<file path="src/rtl/imm_gen_pkg.sv">
// Shared types for the decode-stage immediate generator: select codes,
// legal XLEN values and the output buffer state encoding.
package imm_gen_pkg;

    typedef enum logic [2:0] {
        IMM_I    = 3'b000,
        IMM_S    = 3'b001,
        IMM_B    = 3'b010,
        IMM_J    = 3'b011,
        IMM_U    = 3'b100,
        IMM_Z    = 3'b101,
        IMM_SH   = 3'b110,
        IMM_RSVD = 3'b111
    } imm_sel_e;

    localparam int XLEN_32 = 32;
    localparam int XLEN_64 = 64;

    typedef enum logic [1:0] {
        BUF_EMPTY = 2'd0,
        BUF_ONE   = 2'd1,
        BUF_TWO   = 2'd2
    } buf_state_e;

endpackage

</file>
<file path="src/rtl/imm_decode.sv">
// Combinational immediate decode: builds the 32-bit form of each immediate
// type, then sign- or zero-extends it to XLEN. Reserved select flags err_o.
module imm_decode
    import imm_gen_pkg::*;
#(
    parameter int XLEN = XLEN_32
) (
    input  logic [31:0]     instr_i,
    input  logic [2:0]      sel_i,
    output logic [XLEN-1:0] imm_o,
    output logic            err_o
);

    logic [31:0] imm32;
    logic        sext;

    always_comb begin
        imm32 = '0;
        sext  = 1'b0;
        err_o = 1'b0;
        case (imm_sel_e'(sel_i))
            IMM_I: begin
                imm32 = {{20{instr_i[31]}}, instr_i[31:20]};
                sext  = 1'b1;
            end
            IMM_S: begin
                imm32 = {{20{instr_i[31]}}, instr_i[31:25], instr_i[11:7]};
                sext  = 1'b1;
            end
            IMM_B: begin
                imm32 = {{19{instr_i[31]}}, instr_i[31], instr_i[7],
                         instr_i[30:25], instr_i[11:8], 1'b0};
                sext  = 1'b1;
            end
            IMM_J: begin
                imm32 = {{11{instr_i[31]}}, instr_i[31], instr_i[19:12],
                         instr_i[20], instr_i[30:21], 1'b0};
                sext  = 1'b1;
            end
            IMM_U: begin
                imm32 = {instr_i[31:12], 12'b0};
                sext  = 1'b1;
            end
            IMM_Z: begin
                imm32 = {27'b0, instr_i[19:15]};
            end
            IMM_SH: begin
                // RV64 shifts use a 6-bit shamt; bit 25 is part of funct7 on RV32
                if (XLEN == XLEN_64) begin
                    imm32 = {26'b0, instr_i[25:20]};
                end else begin
                    imm32 = {27'b0, instr_i[24:20]};
                end
            end
            default: begin
                err_o = 1'b1;
            end
        endcase
    end

    assign imm_o = sext ? XLEN'($signed(imm32)) : XLEN'(imm32);

endmodule

</file>
<file path="src/rtl/imm_gen_stage.sv">
// Registered immediate generator: decode on accept, result one cycle later.
// Two-entry skid buffer (main drives out_*, skid holds overflow); in_ready decodes state only.
module imm_gen_stage
    import imm_gen_pkg::*;
#(
    parameter int XLEN  = XLEN_32,
    parameter int TAG_W = 5
) (
    input  logic             clk,
    input  logic             rst_n,
    input  logic             flush,
    input  logic             in_valid,
    output logic             in_ready,
    input  logic [31:0]      in_instr,
    input  logic [2:0]       in_sel,
    input  logic [TAG_W-1:0] in_tag,
    output logic             out_valid,
    input  logic             out_ready,
    output logic [XLEN-1:0]  out_imm,
    output logic [TAG_W-1:0] out_tag,
    output logic             out_err
);

    if (XLEN != XLEN_32 && XLEN != XLEN_64) begin : g_bad_xlen
        $error("imm_gen_stage: XLEN must be 32 or 64");
    end

    typedef struct packed {
        logic [XLEN-1:0]  imm;
        logic [TAG_W-1:0] tag;
        logic             err;
    } beat_t;

    buf_state_e      state_q, state_d;
    beat_t           main_q, main_d;
    beat_t           skid_q, skid_d;
    beat_t           new_beat;
    logic [XLEN-1:0] dec_imm;
    logic            dec_err;
    logic            accept;
    logic            pop;

    imm_decode #(
        .XLEN (XLEN)
    ) u_decode (
        .instr_i (in_instr),
        .sel_i   (in_sel),
        .imm_o   (dec_imm),
        .err_o   (dec_err)
    );

    assign new_beat = '{imm: dec_imm, tag: in_tag, err: dec_err};

    assign in_ready  = (state_q != BUF_TWO);
    assign out_valid = (state_q != BUF_EMPTY);
    assign accept    = in_valid && in_ready;
    assign pop       = out_valid && out_ready;

    always_comb begin
        state_d = state_q;
        main_d  = main_q;
        skid_d  = skid_q;
        if (flush) begin
            // Registers keep stale data; out_valid low makes it invisible
            state_d = BUF_EMPTY;
        end else begin
            case (state_q)
                BUF_EMPTY: begin
                    if (accept) begin
                        main_d  = new_beat;
                        state_d = BUF_ONE;
                    end
                end
                BUF_ONE: begin
                    if (accept && pop) begin
                        main_d = new_beat;
                    end else if (accept) begin
                        skid_d  = new_beat;
                        state_d = BUF_TWO;
                    end else if (pop) begin
                        state_d = BUF_EMPTY;
                    end
                end
                BUF_TWO: begin
                    if (pop) begin
                        main_d  = skid_q;
                        state_d = BUF_ONE;
                    end
                end
                default: begin
                    state_d = BUF_EMPTY;
                end
            endcase
        end
    end

    always_ff @(posedge clk or negedge rst_n) begin
        if (!rst_n) begin
            state_q <= BUF_EMPTY;
            main_q  <= '0;
            skid_q  <= '0;
        end else begin
            state_q <= state_d;
            main_q  <= main_d;
            skid_q  <= skid_d;
        end
    end

    assign out_imm = main_q.imm;
    assign out_tag = main_q.tag;
    assign out_err = main_q.err;

endmodule
</file>
<file path="config.mk">
export PLATFORM = sky130hd
export DESIGN_NAME = imm_gen_stage
export DESIGN_NICKNAME = d
export VERILOG_FILES = /design/src/rtl/imm_gen_pkg.sv /design/src/rtl/imm_decode.sv /design/src/rtl/imm_gen_stage.sv
export SDC_FILE = /design/constraint.sdc
export NUM_CORES = 1
export LEC_CHECK = 0
export BUFFER_PORTS_ARGS = -buffer_cell sky130_fd_sc_hd__buf_2
export CAP_MARGIN = 5
export CORE_AREA = 2 2 96 98
export CTS_BUF_LIST = sky130_fd_sc_hd__clkbuf_16
export DETAILED_ROUTE_END_ITERATION = 12
export DIE_AREA = 0 0 98 100
export PLACE_DENSITY = 0.73
export SYNTH_ARGS = -nofsm -noshare
export SYNTH_HDL_FRONTEND = slang
export SYNTH_HIERARCHICAL = 1
export SYNTH_SLANG_ARGS = --single-unit
</file>
<file path="constraint.sdc">
create_clock -name clk -period 1.8 [get_ports clk]
set_input_delay 0.36 -clock clk [delete_from_list [all_inputs] [get_ports clk]]
set_output_delay 0.36 -clock clk [all_outputs]
set_load 0.03 [all_outputs]
</file>
==> impl_metrics.yaml, run 1 <==
sta:
  clock_skew_ps: 8.592
  hold_viol: 0
  fin_crit_ps: 1700
  setup_violations: 0
  finalWorstSetupSlack_ps: 99.56
  fin_hold_ws_ps: 231.9
  fin_crit_sh_pct: 94.47
  slew_headroom_pct: 74.97
  rsz0062_at_grt: "no"
  drv_slew: 0
  fmax_mhz: 588.1
  worst_slew_pin_slew_ps: 375.5
synthesis:
  synth_nets: 347
  avgSynthCellArea_um2: 13.59
  syn_area_mm2: 0.004104
  synth_cells: 302
  post_synth_num_cell_types: 36
  ys_warn_count: 6
  synth-seq-cells: 78
  synth-seq-area-share_pct: 47.56
placement:
  finalWeightedCongestion: 0.7739
  dp_cells: 487
  hpwlAfterDp_um: 6111
  port_buffers: 77
  place_area_mm2: 0.004698
  pre_cts_slack_ps: -32.48
layout:
  diodes: 0
  most-common-layout-cells: "dfrtp_1, buf_2, mux2_2"
  fillers: 775
  fin_nets: 433
  layout-drive-gt1-share_pct: 52.16
  syn2layout_area_growth_pct: 21.28
  fin_cells: 504
  final_common_cell: "dfrtp_1"
  design_area_mm2: 0.004977
global_routing:
  gr-total-overflow: 0
  antenna_found_initial: 0
  grt_pass1_vias: 2697
  track_usage_pct: 17.83
  grt_first_pass_wirelength_um: 13660
  grt_max_degree: 49
clock_network:
  clkTransAtPathRegs_ps: 60
  h-tree-depth: 3
  root_buffer: "clkbuf_16"
  cts_tree: "built"
  cts_buffers: 9
  clock_path_buffers: 2
  insertion_delay_ps: 330
  cts.sinks: 78
  cts_setup_buffers: 0
critical_path:
  crit_required_ps: 1440
  cp_max_fo: 6
  crit_type: "flop to primary output"
  critPathArrivalTime_ps: 1340
  critPathCaptureType: "primary output"
  critPathLaunchType: "flop"
routing:
  num_vias: 2686
  dr.pass1.iters: 4
  wl_um: 8536
  wl_per_cell_um: 16.94
  drt_iter0_markers: 125
  via_per_inst: 5.329
  ant_nets: 0
  drc: 0
die:
  start_util_pct: 46.16
  die-area_mm2: 0.009800
  die_w_um: 98
  die_y_um: 100
  core_mm2: 0.008890
  io-pin-count: 85
  rows: 35
hold_path:
  hp-class: "primary input to flop"
power:
  ir_drop_v: 0.0007373
  leakagePower_nw: 2.443
  p_per_area_mw_per_mm2: 1072
outcome:
  status: "complete, no violations"
job:
  drv_cap: 0
==> where the power goes <==
| group | leakage, nW | internal (mW) | switching [mW] |
|---|---|---|---|
| Clock | 0.124 | 0.920 | 0.707 |
| Combinational | 1.33 | 0.632 | 0.746 |
| Sequential | 0.994 | 2.14 | 0.190 |
==> state kept, by name (all words and copies together) (netlist names) <==
register / cells
out_err: 1
out_imm: 32
out_tag: 5
skid_q: 38
state_q: 2
==> per-layer routing <==
layer  wire (um)  GRT usage [%]
met1        3844          23.22
met2        4196          29.35
met3         384          4.735
met4         110          5.556
met5           0              0
==> path summary, 6_finish.rpt <==
| path | startpoint | end | slack (ps) | cells past startpoint |
|---|---|---|---|---|
| hold reg to reg | skid_q[22] | skid_q[22] | 480 | 1 |
| hold / removal | out_ready | state_q[1] | 230 | 2 |
| max in group asynchronous | rst_n | out_imm[16] | 900 | 3 |
| setup reg to reg | state_q[1] | out_imm[1] | 100 | 5 |
| setup / recovery | state_q[0] | in_ready | 100 | 4 |
| min in group asynchronous | rst_n | state_q[0] | 350 | 2 |
==> critical path, stage by stage, from the launching register on <==
cell,delay [ps]
dfrtp_1,450
nor2b_4,170
buf_4,170
inv_1,40
buf_2,170
==> per-stage QoR <==
stage          TNS [ps]  power [mW]  util, %
3_5_place_dp     -54.01       3.748    52.85
6_report              0       5.335    55.99
3_3_place_gp          0       3.689    52.85
2_1_floorplan         0       3.295        -
4_1_cts               0       5.381    55.97
5_1_grt               0       5.590    55.99
==> what timing repair did <==
action | CTS | global route
gates resized for setup | 0 | 1
hold buffers | 1 | 0
endpoints found under the hold margin | 1 | 0
endpoints found under the setup margin | 0 | 1
==> cells by family after synthesis <==
group / count (synthesis) / synth area share [%]
mux: 123 / 35.31
flops: 78 / 47.56
compound gates: 48 / 7.531
simple gates: 29 / 4.756
buf+inv: 23 / 4.176
xor+xnor: 1 / 0.6708
==> area by class of cell <==
type / instances / area [um^2] / share of cell area, %
inverter: 2 / 7.507 / 0.1508
tap: 111 / 138.9 / 2.790
clock inverter: 7 / 42.54 / 0.8547
clock buffer: 9 / 225.2 / 4.525
sequential: 78 / 1953 / 39.24
timing repair buffer: 96 / 608.1 / 12.22
multi-input combinational: 201 / 2002 / 40.22
==> Yosys cell counts, drive strengths merged <==
cell type    n  area, um^2
o21a         1       7.510
a21o        12       90.09
o22a         1       8.760
mux2       114        1359
buf         20       160.2
and2b        1       10.01
nor3         1       5.000
nand2        3       11.26
or2          2       12.51
nand2b       1       8.760
nor2         3       11.26
xor2         1       27.53
a211oi       1       7.510
o21ai        1       5.000
mux2i        9       90.09
dfrtp       78        1952
and2         2       15.02
a22o         1       8.760
a22oi        5       37.54
inv          2       7.500
clkbuf       1       3.750
o22ai        8       50.05
a21oi       18       93.84
nor3b        2       25.02
nor2b       13       88.84
nand3b       1       7.510
Power figures use the tool's default switching activity.
==> run 2: changes to the inputs <==
Settings changed: CTS_BUF_LIST sky130_fd_sc_hd__clkbuf_16 to sky130_fd_sc_hd__clkbuf_8.
==> impl_metrics.yaml, run 2 (synthesized netlist as in run 1, its figures left out) <==
outcome:
  status: "complete, no violations"
critical_path:
  critPathArrivalTime_ps: 1360
  slowest_delay_ps: 460
  regToRegStartpoint: "state_q[1]"
  critPathCaptureType: "primary output"
  crit_type: "flop to primary output"
  rr_endpoint: "out_imm[1]"
  cp_cell_sequence: "nor2b_4 -> buf_4 -> inv_1 -> buf_2"
  worst_path_max_delay_cell: "dfrtp_1"
  cp_max_fo: 6
  worst_path_dominant_cell_family: "flip-flops"
  crit_required_ps: 1440
  r2r_slack_ps: 90
  reg2regPathDepth: 5
  critPathLaunchType: "flop"
  crit_buf_inv: 3
sta:
  slew_headroom_pct: 75.05
  fmax_mhz: 581.5
  drv_slew: 0
  fin_crit_ps: 1720
  fin_hold_ws_ps: 218.3
  setup_tns_ps: 0
  clock_skew_ps: 10.61
  setup_violations: 0
  rsz0062_at_grt: "no"
  worst_slew_pin_slew_ps: 374.2
  fin_crit_sh_pct: 95.55
  hold_viol: 0
routing:
  num_vias: 2679
  dr.pass1.iters: 4
  wl_per_cell_um: 16.93
  wl_um: 8531
  via_per_inst: 5.315
  drt_iter0_markers: 110
  drc: 0
  ant_nets: 0
clock_network:
  cts_tree: "built"
  clock_path_buffers: 2
  cts_setup_buffers: 0
  root_buffer: "clkbuf_8"
  cts.sinks: 78
  insertion_delay_ps: 340
  cts_buffers: 9
  h-tree-depth: 3
  clkTransAtPathRegs_ps: 80
layout:
  diodes: 0
  most-common-layout-cells: "dfrtp_1, buf_2, mux2_2"
  syn2layout_area_growth_pct: 19.30
  fillers: 785
  fin_nets: 433
  largest_reg_flops: 38
  layout-drive-gt1-share_pct: 52.67
  fin_cells: 504
  multiInputGateArea_mm2: 0.002002
  final-seq-area_mm2: 0.001953
  final_common_cell: "dfrtp_1"
  design_area_mm2: 0.004896
  regMostFlops: "skid_q"
global_routing:
  track_usage_pct: 17.68
  grt_first_pass_wirelength_um: 13610
  grt_max_degree: 49
  grt_pass1_vias: 2682
  gr-total-overflow: 0
  antenna_found_initial: 0
die:
  die-area_mm2: 0.009800
  start_util_pct: 46.16
  die_y_um: 100
  rows: 35
  core_mm2: 0.008890
  die_w_um: 98
  io-pin-count: 85
power:
  ir_drop_v: 0.0006182
  leakagePower_nw: 2.408
  p_int_mw: 3.340
  switching_share_pct: 32.14
  p_comb_share_pct: 28.0
  p_per_area_mw_per_mm2: 1005
  power_switching_mw: 1.582
  p_seq_share_pct: 47.2
  clkPwrFrac_pct: 24.8
hold_path:
  min_to: "state_q[1]"
  hp-class: "primary input to flop"
  holdCritStartpoint: "out_ready"
  min_path_cells: 2
placement:
  dp_cells: 487
  hpwlAfterDp_um: 6111
  place_area_mm2: 0.004698
  port_buffers: 77
  finalWeightedCongestion: 0.7739
job:
  drv_cap: 0
run 2: changes by cell type in the layout (fill, tap and decap cells not counted), sizes merged:
cell,change
clkbuf,+2
clkinv,-2
run 2: metrics by stage:
stage,power [mW],utilization (%),setup slack [ps]
after floorplan,3.295,-,67.63
after global placement,3.689,52.85,7.666
after detailed placement,3.748,52.85,-32.48
after CTS,4.971,55.06,40.65
after global routing,5.172,55.07,5.686
final,4.922,55.07,80.18
run 2: worst max-delay path by stage:
stage,startpoint,end,slack [ps],depth (start not counted)
after detailed placement,in_sel[1],out_imm[2],-30,6
after global placement,in_sel[1],out_imm[2],8,6
final,state_q[0],in_ready,80,4
after CTS,state_q[1],in_ready,40,4
after floorplan,in_sel[1],out_imm[18],70,7
after global routing,state_q[0],in_ready,6,4
run 2: worst reg2reg max path, cell delays in order (launching register included):
cell and delay (ps):
dfrtp_2 450, nor2b_2 190, nand2_1 120, a21oi_4 220, buf_12 230, mux2_2 370
run 2: power by group through the flow:
stage	Sequential (mW)	Combinational, mW	Clock, mW
global placement	2.33	1.36	0
global route	2.37	1.48	1.32
finish	2.32	1.38	1.22
CTS	2.33	1.40	1.25
detailed placement	2.36	1.39	0
floorplan	2.65	0.643	0
run 2: cell type report:
type                    count  area share (%)
repair buffers             96           12.42
clock buffers              11           3.092
inverters                   2          0.1533
well taps                 111           2.837
flip-flops and latches     78           39.89
clock inverters             5          0.7156
multi-input cells         201           40.89
run 2: per-layer routing:
metal | track usage [%] | up-vias | wire length, um
met2 | 29.40 | 60 | 4193
li1 | - | 1270 | -
met4 | 6.197 | 0 | 132
met1 | 23.13 | 1339 | 3816
met5 | 0 | - | 0
met3 | 3.691 | 10 | 388
run 2: what timing repair did:
item,CTS,global route
hold buffers,1,0
endpoints found under the hold margin,3,0
setup endpoints to repair,0,1
resized for setup,0,1
==> run 3: changes to the inputs <==
Settings changed: CTS_BUF_LIST sky130_fd_sc_hd__clkbuf_8 to default, GPL_TIMING_DRIVEN from default to 0.
==> impl_metrics.yaml, run 3 (synthesized netlist as in run 1, its figures left out) <==
outcome:
  status: "complete, no violations"
layout:
  diodes: 0
  syn2layout_area_growth_pct: 19.12
  final_common_cell: "buf_2"
  most-common-layout-cells: "buf_2, dfrtp_1, mux2_2"
  regMostFlops: "skid_q"
  largest_reg_flops: 38
  layout-drive-gt1-share_pct: 52.41
  fin_nets: 438
power:
  ir_drop_v: 0.0007178
  leakagePower_nw: 2.433
  p_per_area_mw_per_mm2: 1015
critical_path:
  regToRegStartpoint: "state_q[0]"
  critPathLaunchType: "flop"
  r2r_slack_ps: 80
  crit_type: "flop to primary output"
  slowest_delay_ps: 420
  crit_required_ps: 1440
  reg2regPathDepth: 4
  critPathCaptureType: "primary output"
  rr_endpoint: "out_imm[22]"
  cp_cell_sequence: "buf_4 -> or2_2 -> buf_2"
  worst_path_max_delay_cell: "dfrtp_1"
  critPathArrivalTime_ps: 1390
  cp_max_fo: 4
routing:
  via_per_inst: 5.379
  drt_iter0_markers: 107
  wl_um: 8847
  drc: 0
  wl_per_cell_um: 17.48
  ant_nets: 0
  num_vias: 2722
  dr.pass1.iters: 4
job:
  drv_cap: 0
die:
  io-pin-count: 85
  die_w_um: 98
  core_mm2: 0.008890
  die-area_mm2: 0.009800
  die_y_um: 100
  rows: 35
  start_util_pct: 46.16
hold_path:
  min_path_cells: 2
  min_to: "state_q[1]"
  holdCritStartpoint: "out_ready"
  hp-class: "primary input to flop"
sta:
  rsz0062_at_grt: "yes"
  fin_crit_ps: 1753
  clock_skew_ps: 8.936
  worst_slew_pin_slew_ps: 465.3
  hold_viol: 0
  setup_violations: 0
  slew_headroom_pct: 68.98
  setup_tns_ps: 0
  drv_slew: 0
  fin_crit_sh_pct: 97.37
  finalWorstSetupSlack_ps: 47.28
  fmax_mhz: 570.5
global_routing:
  antenna_found_initial: 0
  grt_max_degree: 60
  grt_pass1_vias: 2827
  gr-total-overflow: 0
  grt_first_pass_wirelength_um: 14470
  track_usage_pct: 18.80
clock_network:
  clock_path_buffers: 2
  clkTransAtPathRegs_ps: 70
  cts_tree: "built"
  cts.sinks: 78
  insertion_delay_ps: 350
  cts_buffers: 9
  h-tree-depth: 3
  root_buffer: "clkbuf_8"
placement:
  hpwlAfterDp_um: 6327
  port_buffers: 76
  finalWeightedCongestion: 0.7552
  pre_cts_slack_ps: -120.7
## run 3: changes by cell type in the layout (fill, tap and decap cells not counted), moves of 2 or more
cell        previous run  this run
buf_12                 6         0
buf_2                 76        82
buf_4                 13         6
buf_6                  0         6
buf_8                  0         3
clkbuf_1               0         2
clkinvlp_4             3         0
## run 3: through the flow
step	total power, mW	area, um^2	std cells	hold slack [ps]	util [%]
6_report	4.962	4888	506	221.0	54.99
5_1_grt	5.206	4888	506	220.9	54.99
4_1_cts	4.995	4858	505	207.4	54.65
3_5_place_dp	3.728	4653	490	265.6	52.34
3_3_place_gp	3.663	4623	489	461.3	52.01
2_1_floorplan	3.295	4104	302	64.41	-
## run 3: repair_timing
item / CTS / global route
resized for setup: 4 / 5
hold buffers: 1 / 0
hold endpoints to repair: 19 / 0
setup buffers: 1 / 1
endpoints found under the setup margin: 38 / 39
pin swaps: 0 / 0
## run 3: layout make-up
type	count	area, um^2
tap	111	138.9
inverter	2	7.507
buffer	21	177.7
clock inverter	2	35.03
multi-input combinational	201	1999
fill	747	4001
clock buffer	11	141.4
sequential	78	1953
timing repair buffer	80	435.4
## run 3: layer usage
metal | GRT usage [%] | vias to the layer above | share of wire (%)
li1 | - | 1276 | -
met5 | 0 | - | 0
met1 | 24.78 | 1357 | 45
met2 | 30.93 | 74 | 48
met3 | 3.760 | 15 | 4.9
met4 | 7.158 | 0 | 1.8
## run 3: worst max path at each step
stage	endpoint	depth (start not counted)	slack, ps	start
CTS	in_ready	4	5	state_q[0]
floorplan	out_imm[18]	7	70	in_sel[1]
finish	out_valid	3	50	state_q[1]
global placement	out_imm[17]	1	-160	rst_n
detailed placement	out_imm[26]	7	-120	in_instr[31]
global route	out_valid	3	-7	state_q[1]
## run 3: power breakdown
part           internal [mW]  total [mW]  switching (mW)
Sequential              2.13        2.32           0.185
Combinational          0.627        1.38           0.750
Clock                  0.655        1.26           0.610
Total                   3.42        4.96            1.55
## run 3: critical path: cells and delay by family (launching register included)
kind	cells	cell delay, ps
simple gates	1	280
buf+inv	2	340
flops	1	420
